File: src/rtl/por_button_conditioner.sv
// por_button_conditioner: PLL-lock power-on reset with staged domain release, plus button sync/debounce.
// Optional POR_LOCK_FILTER_EN: lock loss only after 4 consecutive synchronised low cycles.
module por_button_conditioner #(
    parameter int POR_CYCLES      = 1023,
    parameter int NUM_RST         = 2,
    parameter int STAGE_GAP       = 16,
    parameter int NUM_BTN         = 4,
    parameter int DEBOUNCE_CYCLES = 250000,
    parameter int BTN_ACTIVE_LOW  = 1
) (
    input  logic               clk,
    input  logic               rst,
    input  logic               locked,
    input  logic [NUM_BTN-1:0] btn_raw,
    output logic [NUM_RST-1:0] rst_out,
    output logic               ready,
    output logic [NUM_BTN-1:0] btn_level,
    output logic [NUM_BTN-1:0] btn_press
);
    localparam int PW = $clog2(POR_CYCLES + 1);
    localparam int GW = $clog2(STAGE_GAP + 1);
    localparam int DW = $clog2(DEBOUNCE_CYCLES + 1);
    localparam int SW = NUM_RST > 1 ? $clog2(NUM_RST) : 1;

    typedef enum logic [1:0] {WAIT_LOCK, COUNT, STAGE, RUN} state_t;

    state_t             state, state_nxt;
    logic [PW-1:0]      por_cnt, por_cnt_nxt;
    logic [GW-1:0]      gap_cnt, gap_cnt_nxt;
    logic [SW-1:0]      stg, stg_nxt;
    logic [NUM_RST-1:0] rst_out_nxt;
    logic               ready_nxt;
    logic               lock_s1, lock_s2, lost;

    always_ff @(posedge clk) begin
        if (rst) begin
            lock_s1 <= 1'b0;
            lock_s2 <= 1'b0;
        end else begin
            lock_s1 <= locked;
            lock_s2 <= lock_s1;
        end
    end

`ifdef POR_LOCK_FILTER_EN
    logic [1:0] low_cnt;
    always_ff @(posedge clk) begin
        if (rst)
            low_cnt <= 2'd0;
        else
            low_cnt <= lock_s2 ? 2'd0 : (low_cnt == 2'd3 ? 2'd3 : low_cnt + 2'd1);
    end
    assign lost = !lock_s2 && low_cnt == 2'd3;
`else
    assign lost = !lock_s2;
`endif

    always_comb begin
        state_nxt   = state;
        por_cnt_nxt = por_cnt;
        gap_cnt_nxt = gap_cnt;
        stg_nxt     = stg;
        rst_out_nxt = rst_out;
        ready_nxt   = ready;
        if (state != WAIT_LOCK && lost) begin
            state_nxt   = WAIT_LOCK;
            rst_out_nxt = '1;
            ready_nxt   = 1'b0;
        end else begin
            case (state)
                WAIT_LOCK: begin
                    if (lock_s2) begin
                        state_nxt   = COUNT;
                        por_cnt_nxt = PW'(POR_CYCLES);
                    end
                end
                COUNT: begin
                    if (por_cnt == '0) begin
                        rst_out_nxt[0] = 1'b0;
                        gap_cnt_nxt    = GW'(STAGE_GAP - 1);
                        stg_nxt        = SW'(1);
                        state_nxt      = NUM_RST == 1 ? RUN : STAGE;
                        ready_nxt      = NUM_RST == 1;
                    end else begin
                        por_cnt_nxt = por_cnt - PW'(1);
                    end
                end
                STAGE: begin
                    if (gap_cnt == '0) begin
                        rst_out_nxt[stg] = 1'b0;
                        gap_cnt_nxt      = GW'(STAGE_GAP - 1);
                        if (stg == SW'(NUM_RST - 1)) begin
                            state_nxt = RUN;
                            ready_nxt = 1'b1;
                        end else begin
                            stg_nxt = stg + SW'(1);
                        end
                    end else begin
                        gap_cnt_nxt = gap_cnt - GW'(1);
                    end
                end
                default: state_nxt = RUN;
            endcase
        end
    end

    always_ff @(posedge clk) begin
        if (rst) begin
            state   <= WAIT_LOCK;
            por_cnt <= '0;
            gap_cnt <= '0;
            stg     <= '0;
            rst_out <= '1;
            ready   <= 1'b0;
        end else begin
            state   <= state_nxt;
            por_cnt <= por_cnt_nxt;
            gap_cnt <= gap_cnt_nxt;
            stg     <= stg_nxt;
            rst_out <= rst_out_nxt;
            ready   <= ready_nxt;
        end
    end

    logic [NUM_BTN-1:0]         btn_s1, btn_s2, p, level_d, level_nxt;
    logic [NUM_BTN-1:0][DW-1:0] cnt, cnt_nxt;

    assign p = (BTN_ACTIVE_LOW != 0) ? ~btn_s2 : btn_s2;

    // Any sample agreeing with the current level restarts the stability count.
    always_comb begin
        for (int n = 0; n < NUM_BTN; n++) begin
            cnt_nxt[n]   = (p[n] == btn_level[n] || cnt[n] == DW'(DEBOUNCE_CYCLES - 1)) ? '0 : cnt[n] + DW'(1);
            level_nxt[n] = (p[n] != btn_level[n] && cnt[n] == DW'(DEBOUNCE_CYCLES - 1)) ? p[n] : btn_level[n];
        end
    end

    always_ff @(posedge clk) begin
        if (rst) begin
            btn_s1    <= '0;
            btn_s2    <= '0;
            cnt       <= '0;
            btn_level <= '0;
            level_d   <= '0;
            btn_press <= '0;
        end else begin
            btn_s1    <= btn_raw;
            btn_s2    <= btn_s1;
            cnt       <= cnt_nxt;
            btn_level <= level_nxt;
            level_d   <= btn_level;
            btn_press <= btn_level & ~level_d & {NUM_BTN{ready}};
        end
    end
endmodule

File: config.mk
export PLATFORM = sky130hd
export DESIGN_NAME = por_button_conditioner
export DESIGN_NICKNAME = d
export VERILOG_FILES = /design/src/rtl/por_button_conditioner.sv
export SDC_FILE = /design/constraint.sdc
export NUM_CORES = 1
export LEC_CHECK = 0
export CAP_MARGIN = 15
export CORE_UTILIZATION = 29
export CTS_CLUSTER_SIZE = 28
export DETAILED_ROUTE_END_ITERATION = 10
export SLEW_MARGIN = 20
export SYNTH_ARGS = -nofsm -noshare
export SYNTH_HDL_FRONTEND = slang
export SYNTH_SLANG_ARGS = --single-unit
File: constraint.sdc
create_clock -name clk -period 2.8 [get_ports clk]
set_input_delay 0.84 -clock clk [delete_from_list [all_inputs] [get_ports clk]]
set_output_delay 0.84 -clock clk [all_outputs]
set_load 0.05 [all_outputs]
==> impl_metrics.toml, run 1 <==
[run_status]
status = "finished clean"

[grt]
overflow = 0
antenna_found_initial = 0
grt_pass1_vias = 3891
grt_start_max_net_pins = 21
grt_pass1_wl_mm = 18.1
grt_usage_pct = 12.6

[floorplanning]
row_count = 47
die_y_um = 134
ios = 18
core_um2 = 16800
die_w_um = 134
initial_core_util_pct = 30.1
dieArea_um2 = 17900

[power]
powerDensity_nw_per_um2 = 739
total_power_mw = 4.45
p_comb_share_pct = 12.8
worst_ir_drop_vdd_mv = 0.315
netSwitchingPower_mw = 1.14
pwr-share-clk_pct = 47.0
switching_share_pct = 25.6
p_leak_nw = 1.96
power.internal_mw = 3.31
pwr-share-seq_pct = 40.2

[cells_and_area]
fin_nets = 600
num_antenna_cells = 0
area_growth_syn_to_layout_pct = 19.3
instances_no_fill = 814
drive_gt1_share_pct = 8.42
fin_area_um2 = 6020

[critical_path]
cp.depth = 1
path_delay_family = "buffers and inverters"
end_kind = "output pin"
path_class = "reg -> out"
reg2reg_slack_ps = 460
max_stage_delay_ps = 870
rr_startpoint = "cnt[18]$_SDFF_PP0_"
worstPathRequired_ps = 1960
crit_arrival_ps = 1760
rr_worst_depth = 5
path_buf_inv = 1
cp-start-kind = "flop"
critPathSlowestCell = "clkdlybuf4s50_1"
cp_cell_sequence = "clkdlybuf4s50_1"
r2r-end = "cnt[32]$_SDFF_PP0_"
path_max_fanout = 5

[clock_network]
clk_latency_ps = 410
cts-root-buf = "clkbuf_16"
htreeDepth = 4
cts_tree = "built"
postCtsSetupBuffers = 0
cts_resized = 0
cts_sinks = 115
cts_buffer_depth = 2
cts_hold_buf = 0
numCtsBuffers = 17
clk_pin_slew_ps = 50

[timing]
finClkSkew_ps = 6.64
setup_tns_ps = 0
maxSlewViolCount = 0
hold_viol = 0
setup_viol = 0
post-route-period-util_pct = 92.9
min_period_ps = 2600
rsz0062_at_grt = "false"
slew_headroom_pct = 47.5
fmaxAchievable_mhz = 385
worstMarginPinSlew_ps = 786

[worst_hold_path]
hold_depth = 1
hold_start = "level_d[2]$_SDFF_PP0_"
hold_end = "btn_press[2]$_SDFF_PP0_"
hp-class = "reg -> reg"

[yosys]
synth.cells.most_frequent = "115 x dfxtp_1, 73 x nor2_1, 39 x xnor2_1, 32 x nand3_1, 27 x inv_1"
netlist_area_um2 = 5050
ys_seq_area_share_pct = 45.6
synth_edf_count = 0
synth_top_cell_by_area = "dfxtp_1"
async_flop_share_pct = 0
ys_dominant_reg_cell = "dfxtp_1"
synth_nets = 575
yosys.area.top_type_share_pct = 45.6
syn-instance-count = 557
avgSynthCellArea_um2 = 9.06
synth-seq-cells = 115
synth.area.top_cells = "dfxtp_1 46%, xnor2_1 6.8%, nor2_1 5.4%"
yosysWarnings = 0
synth_most_common_cell = "dfxtp_1"
ys_types = 53

[route]
wirelength_mm = 10.6
drc_errors = 0
ant_nets = 0
viasPerCell = 4.99
drtPass1Iterations = 4
avgRoutedWirePerCell_um = 13.1
num_vias = 4064
drt_iter0_drc = 273

[placed_design]
routabilityCongestion = 0.798
placedCellCount = 783
portBuffers = 17
post_dp_cell_area_um2 = 5440
place.detailed.hpwl_mm = 7.39

[run]
maxCapViolCount = 0
-- cell usage in the layout, fill, tap and decap left out, drive strengths merged, types with 2 or more instances in the layout --
master and instances:
a21oi 24, clkinv 4, o211ai 3, a311oi 5
nand4b 2, and3 9, nand3 32, or3 15
buf 4, xor2 14, nor2b 16, and4 2
or4 17, or4b 2, nand4 18, nor3b 4
nor2 73, nor4b 7, xnor2 39, a211oi 2
clkinvlp 2, a221oi 2, dfxtp 115, nor4 11
o21ai 14, or2 2, inv 28, nor3 13
nand2b 7, a21o 4, ha 11, a31oi 10
clkdlybuf4s50 17, o31ai 10, o41ai 3, mux2i 3
bufinv 2, clkbuf 22, nand2 19
-- power groups by stage --
stage	sequential [mW]	combinational, mW	clock [mW]
2_1_floorplan	1.84	0.446	0
6_report	1.79	0.570	2.09
4_1_cts	1.79	0.572	2.14
5_1_grt	1.80	0.635	2.22
3_5_place_dp	1.82	0.570	0
3_3_place_gp	1.82	0.541	0
-- sequential cells by signal, summed over array words and instances, names as in the netlist --
register / count
level_d: 4
gap_cnt: 5
lock_s2: 1
rst_out: 2
btn_s1: 4
stg: 1
ready: 1
btn_press: 4
btn_s2: 4
lock_s1: 1
por_cnt: 10
cnt: 72
state: 2
btn_level: 4
-- kinds of logic after synthesis --
kind of cell,after synthesis,synth area share (%)
XOR/XNOR,53,9.20
flip-flops,115,45.6
adder cells (fa/ha/maj),11,2.73
AND/OR/NAND/NOR,251,27.1
multiplexers,3,0.595
buffers and inverters,42,3.57
AO/OA/AOI/OAI,82,11.2
-- layer usage --
metal / track usage [%] / up-vias / share of wire, %
met5: 0 / - / 0
met4: 6.12 / 0 / 1.5
met3: 3.14 / 14 / 3.1
met2: 20.9 / 61 / 48
met1: 15.0 / 1944 / 47
li1: - / 2045 / -
-- worst max path at each step --
| stage | slack [ps] | startpoint | end |
|---|---|---|---|
| global placement | 540 | cnt[40]$_SDFF_PP0_ | cnt[49]$_SDFF_PP0_ |
| detailed placement | 470 | cnt[18]$_SDFF_PP0_ | cnt[26]$_SDFF_PP0_ |
| global route | 150 | btn_level[0]$_SDFFE_PP0P_ | btn_level[0] |
| finish | 200 | btn_level[0]$_SDFFE_PP0P_ | btn_level[0] |
| floorplan | 690 | state[1]$_SDFFE_PP0P_ | por_cnt[5]$_SDFFE_PP0P_ |
| CTS | 160 | btn_level[0]$_SDFFE_PP0P_ | btn_level[0] |
-- per-stage QoR --
step                      setup slack (ps)  utilization [%]  hold slack (ps)
final                                  200             35.9              392
after global routing                   147             35.9              397
after CTS                              160             35.9              395
after detailed placement               473             32.5              387
after global placement                 543             32.5              375
after floorplan                        688                -              373
-- final cells by class --
| class | instances | area [um2] |
|---|---|---|
| clock inverter | 9 | 104 |
| sequential | 115 | 2300 |
| clock buffer | 22 | 474 |
| tap | 220 | 275 |
| fill | 1675 | 10700 |
| inverter | 27 | 101 |
| timing repair buffer | 21 | 200 |
| multi-input combinational | 400 | 2560 |
Power figures use the tool's default switching activity.
==> run 2: changes to the inputs <==
==> constraint.sdc (replaced) <==
create_clock -name clk -period 2.8 [get_ports clk]
set_input_delay 0.42 -clock clk [delete_from_list [all_inputs] [get_ports clk]]
set_output_delay 0.42 -clock clk [all_outputs]
set_load 0.05 [all_outputs]
==> run 2 against run 1 <==
Against the previous run:
- clock skew shrank 0.90 ps
- die area is the same
- highest routed layer unchanged
- critical path depth grew 3
- total power shrank 5.2%
- core utilization shrank 0.35 points
==> impl_metrics.toml, run 2 (synthesis results as in run 1) <==
[run_status]
status = "finished clean"

[critical_path]
worstPathRequired_ps = 3060
path_delay_family = "simple AND/OR/NAND/NOR gates"
reg2reg_slack_ps = 520
path_max_fanout = 17
rr_startpoint = "cnt[40]$_SDFF_PP0_"
critPathSlowestCell = "o21ai_2"
cp-start-kind = "flop"
max_stage_delay_ps = 590
path_buf_inv = 0
cp_cell_sequence = "or4b_1 > or4_1 > o21ai_2 > nor2_1"
end_kind = "flop"
path_class = "reg -> reg"
rr_worst_depth = 4
crit_arrival_ps = 2540
r2r-end = "cnt[44]$_SDFF_PP0_"

[cells_and_area]
area_growth_syn_to_layout_pct = 18.1
largest_register = "cnt"
fin_nets = 602
final_common_cell = "dfxtp_1"
largest_reg_flops = 72
fin_area_um2 = 5960
num_antenna_cells = 0
final_cell_mix = "115 x dfxtp_1, 73 x nor2_1, 39 x xnor2_1"
drive_gt1_share_pct = 8.07
fillers = 1703
top_regs = "cnt x72, por_cnt x10, gap_cnt x5"

[route]
drt_iter0_drc = 204
ant_nets = 0
num_vias = 3980
viasPerCell = 4.88
wirelength_mm = 10.1
avgRoutedWirePerCell_um = 12.4
drtPass1Iterations = 4
drc_errors = 0

[timing]
rsz0062_at_grt = "false"
timing.final.ws_setup_ps = 518
finClkSkew_ps = 5.74
fin_hold_ws_ps = 385
slew_headroom_pct = 53.0
min_period_ps = 2280
maxSlewViolCount = 0
hold_viol = 0
fmaxAchievable_mhz = 438
post-route-period-util_pct = 81.5
setup_tns_ps = 0
setup_viol = 0
worstMarginPinSlew_ps = 705

[power]
pwr-share-seq_pct = 42.4
p_comb_share_pct = 13.5
netSwitchingPower_mw = 1.12
power.internal_mw = 3.10
pwr-share-clk_pct = 44.1
total_power_mw = 4.21
worst_ir_drop_vdd_mv = 0.347
powerDensity_nw_per_um2 = 707
p_leak_nw = 1.94
switching_share_pct = 26.5

[clock_network]
cts_tree = "built"
cts-root-buf = "clkbuf_16"
clk_pin_slew_ps = 50
cts_sinks = 115
cts_buffer_depth = 2
numCtsBuffers = 17
postCtsSetupBuffers = 0
clk_latency_ps = 410
cts_hold_buf = 0
htreeDepth = 4
cts_resized = 0

[grt]
antenna_found_initial = 0
grt_pass1_wl_mm = 17.5
grt_pass1_vias = 3858
grt_usage_pct = 12.2
grt_start_max_net_pins = 21
overflow = 0

[worst_hold_path]
hp-class = "reg -> reg"
hold_start = "level_d[2]$_SDFF_PP0_"
hold_depth = 1
hold_end = "btn_press[2]$_SDFF_PP0_"

[placed_design]
place.detailed.hpwl_mm = 7.03
portBuffers = 17
routabilityCongestion = 0.763
dp_slack_ps = 529
post_dp_cell_area_um2 = 5460

[floorplanning]
dieArea_um2 = 17900
ios = 18
die_y_um = 134
initial_core_util_pct = 30.1
die_w_um = 134
row_count = 47
core_um2 = 16800

[run]
maxCapViolCount = 0
run 2: cell types whose count changed in the layout (fill, tap and decap cells not counted):
cell / before / now
bufinv_16: 2 / 0
inv_6: 1 / 0
clkbuf_1: 2 / 5
clkinvlp_4: 2 / 1
buf_4: 4 / 6
clkbuf_8: 3 / 2
clkinv_2: 4 / 5
run 2: metrics by stage:
step / cells / util (%)
floorplan: 557 / -
global placement: 785 / 32.6
detailed placement: 785 / 32.6
CTS: 815 / 35.6
global route: 815 / 35.6
finish: 815 / 35.6
run 2: worst max path at each step:
stage,cells after the start,from,to
2_1_floorplan,7,state[1]$_SDFFE_PP0P_,por_cnt[5]$_SDFFE_PP0P_
3_3_place_gp,4,cnt[40]$_SDFF_PP0_,cnt[46]$_SDFF_PP0_
3_5_place_dp,4,cnt[40]$_SDFF_PP0_,cnt[44]$_SDFF_PP0_
4_1_cts,4,cnt[40]$_SDFF_PP0_,cnt[44]$_SDFF_PP0_
5_1_grt,4,cnt[40]$_SDFF_PP0_,cnt[44]$_SDFF_PP0_
6_report,4,cnt[40]$_SDFF_PP0_,cnt[44]$_SDFF_PP0_
run 2: metal layers:
metal	global-route usage [%]	vias up	wire length, um
li1	-	2045	-
met1	14.0	1861	4780
met2	20.4	53	4820
met3	3.21	21	301
met4	6.76	0	217
met5	0	-	0
run 2: final cells by class:
class                   count  area (um2)  share of cell area (%)
flip-flops and latches    115        2300                    38.6
well taps                 220         275                    4.62
clock buffers              24         472                    7.91
multi-input cells         400        2560                    43.0
repair buffers             23         215                    3.61
clock inverters             6        32.5                   0.546
inverters                  27         101                    1.70
run 2: power by group through the flow:
stage	logic [mW]	clock network, mW	registers (mW)
finish	0.568	1.86	1.79
global route	0.633	1.98	1.80
CTS	0.572	1.90	1.79
detailed placement	0.567	0	1.82
global placement	0.542	0	1.81
floorplan	0.446	0	1.84
==> run 3: changes to the inputs <==
==> constraint.sdc (replaced) <==
create_clock -name clk -period 2.09 [get_ports clk]
set_input_delay 0.3135 -clock clk [delete_from_list [all_inputs] [get_ports clk]]
set_output_delay 0.3135 -clock clk [all_outputs]
set_load 0.05 [all_outputs]
==> run 3 against run 2 <==
Against the previous run:
- total power rose by 44%
- via count rose by 4.2%
- register-to-register slack got worse by 440 ps
- sequential power rose by 34%
- critical path type unchanged
- critical endpoint is now por_cnt[1]$_SDFFE_PP0P_
==> impl_metrics.toml, run 3 (synthesis results as in run 1) <==
[critical_path]
reg2reg_slack_ps = 80
path_max_fanout = 9
rr_startpoint = "por_cnt[0]$_SDFFE_PP0P_"
rr_worst_depth = 7
cp-start-kind = "flop"
path_class = "reg -> reg"
r2r-end = "por_cnt[1]$_SDFFE_PP0P_"
critPathSlowestCell = "nor4_4"
worstPathRequired_ps = 2380
max_stage_delay_ps = 510
path_buf_inv = 2
path_delay_family = "simple AND/OR/NAND/NOR gates"
end_kind = "flop"
crit_arrival_ps = 2300
cp_cell_sequence = "inv_1 > ha_1 > nand2b_1 > nor4_4 > buf_4 > nor2_1 > a221oi_1"

[grt]
grt_pass1_wl_mm = 17.9
grt_start_max_net_pins = 26
grt_usage_pct = 12.4
grt_pass1_vias = 4094
overflow = 0
antenna_found_initial = 0

[clock_network]
htreeDepth = 4
cts_hold_buf = 0
cts_sinks = 115
cts_buffer_depth = 2
cts_tree = "built"
clk_pin_slew_ps = 50
numCtsBuffers = 17
clk_latency_ps = 400
postCtsSetupBuffers = 0
cts-root-buf = "clkbuf_16"

[placed_design]
routabilityCongestion = 0.836
portBuffers = 17
place.detailed.hpwl_mm = 7.28

[timing]
rsz0062_at_grt = "false"
maxSlewViolCount = 0
slew_headroom_pct = 53.7
finClkSkew_ps = 6.67
post-route-period-util_pct = 96.2
min_period_ps = 2010
worstMarginPinSlew_ps = 687
setup_viol = 0
hold_viol = 0
setup_tns_ps = 0
fmaxAchievable_mhz = 498

[route]
avgRoutedWirePerCell_um = 12.5
drc_errors = 0
viasPerCell = 4.98
drt_iter0_drc = 188
ant_nets = 0
num_vias = 4146
wirelength_mm = 10.4
drtPass1Iterations = 5

[floorplanning]
initial_core_util_pct = 30.1
die_y_um = 134
row_count = 47
die_w_um = 134
core_um2 = 16800
ios = 18
dieArea_um2 = 17900

[cells_and_area]
drive_gt1_share_pct = 11.6
final_cell_mix = "115 x dfxtp_1, 73 x nor2_1, 39 x xnor2_1"
fin_util_pct = 37.1
num_antenna_cells = 0
fin_nets = 621
final_common_cell = "dfxtp_1"
top_regs = "cnt x72, por_cnt x10, gap_cnt x5"
area_growth_syn_to_layout_pct = 23.1
largest_reg_flops = 72
largest_register = "cnt"

[worst_hold_path]
hold_end = "btn_press[3]$_SDFF_PP0_"
hold_depth = 1
hp-class = "reg -> reg"
hold_start = "level_d[3]$_SDFF_PP0_"

[run]
maxCapViolCount = 0

[power]
worst_ir_drop_vdd_mv = 0.599
powerDensity_nw_per_um2 = 977
p_leak_nw = 2.08

[run_status]
status = "finished clean"
run 3: cell count changes in the layout (fill, tap and decap cells not counted), sizes merged:
cell      before  now
buf            6   25
bufinv         0    2
clkinv         5    3
clkinvlp       1    0
run 3: area by class of cell:
cell class / count / area, um2
multi-input combinational: 400 / 2570
tap: 220 / 275
clock buffer: 24 / 502
clock inverter: 5 / 75.1
sequential: 115 / 2300
timing repair buffer: 42 / 383
fill: 1683 / 10500
inverter: 27 / 101
run 3: per-layer routing:
metal	up-vias	wire length, um	GRT usage [%]
li1	2087	-	-
met1	1971	4800	14.3
met2	73	5080	20.7
met3	15	351	2.80
met4	0	163	7.58
met5	-	0	0
run 3: per-stage QoR:
step	hold slack (ps)	setup WS (ps)	power [mW]	cells	instance area, um2
after CTS	386	42.5	6.12	833	6200
final	385	80.4	6.07	833	6210
after floorplan	373	77.3	3.06	557	5050
after global routing	395	0.823	6.31	833	6210
after global placement	378	128	3.25	804	5630
after detailed placement	380	-5.75	3.30	804	5630
run 3: worst max-delay path by stage:
| stage | from | end | slack, ps | depth (start not counted) |
|---|---|---|---|---|
| after floorplan | cnt[18]$_SDFF_PP0_ | cnt[25]$_SDFF_PP0_ | 80 | 6 |
| final | por_cnt[0]$_SDFFE_PP0P_ | por_cnt[1]$_SDFFE_PP0P_ | 80 | 7 |
| after CTS | por_cnt[4]$_SDFFE_PP0P_ | por_cnt[1]$_SDFFE_PP0P_ | 40 | 5 |
| after global routing | por_cnt[0]$_SDFFE_PP0P_ | por_cnt[1]$_SDFFE_PP0P_ | 0.8 | 7 |
| after detailed placement | por_cnt[4]$_SDFFE_PP0P_ | por_cnt[0]$_SDFFE_PP0P_ | -6 | 5 |
| after global placement | por_cnt[4]$_SDFFE_PP0P_ | por_cnt[1]$_SDFFE_PP0P_ | 130 | 5 |
run 3: what timing repair did:
item | in CTS | in global routing
endpoints found under the hold margin | 0 | 0
pin swaps | 1 | 0
setup endpoints to repair | 2 | 6
resized for setup | 0 | 2
run 3: report_power, final:
group          switching, mW  total, mW  leakage (nW)  internal, mW
sequential            0.0928       2.40         0.933          2.30
combinational          0.498      0.875         0.854         0.377
clock                  0.917       2.80         0.288          1.88
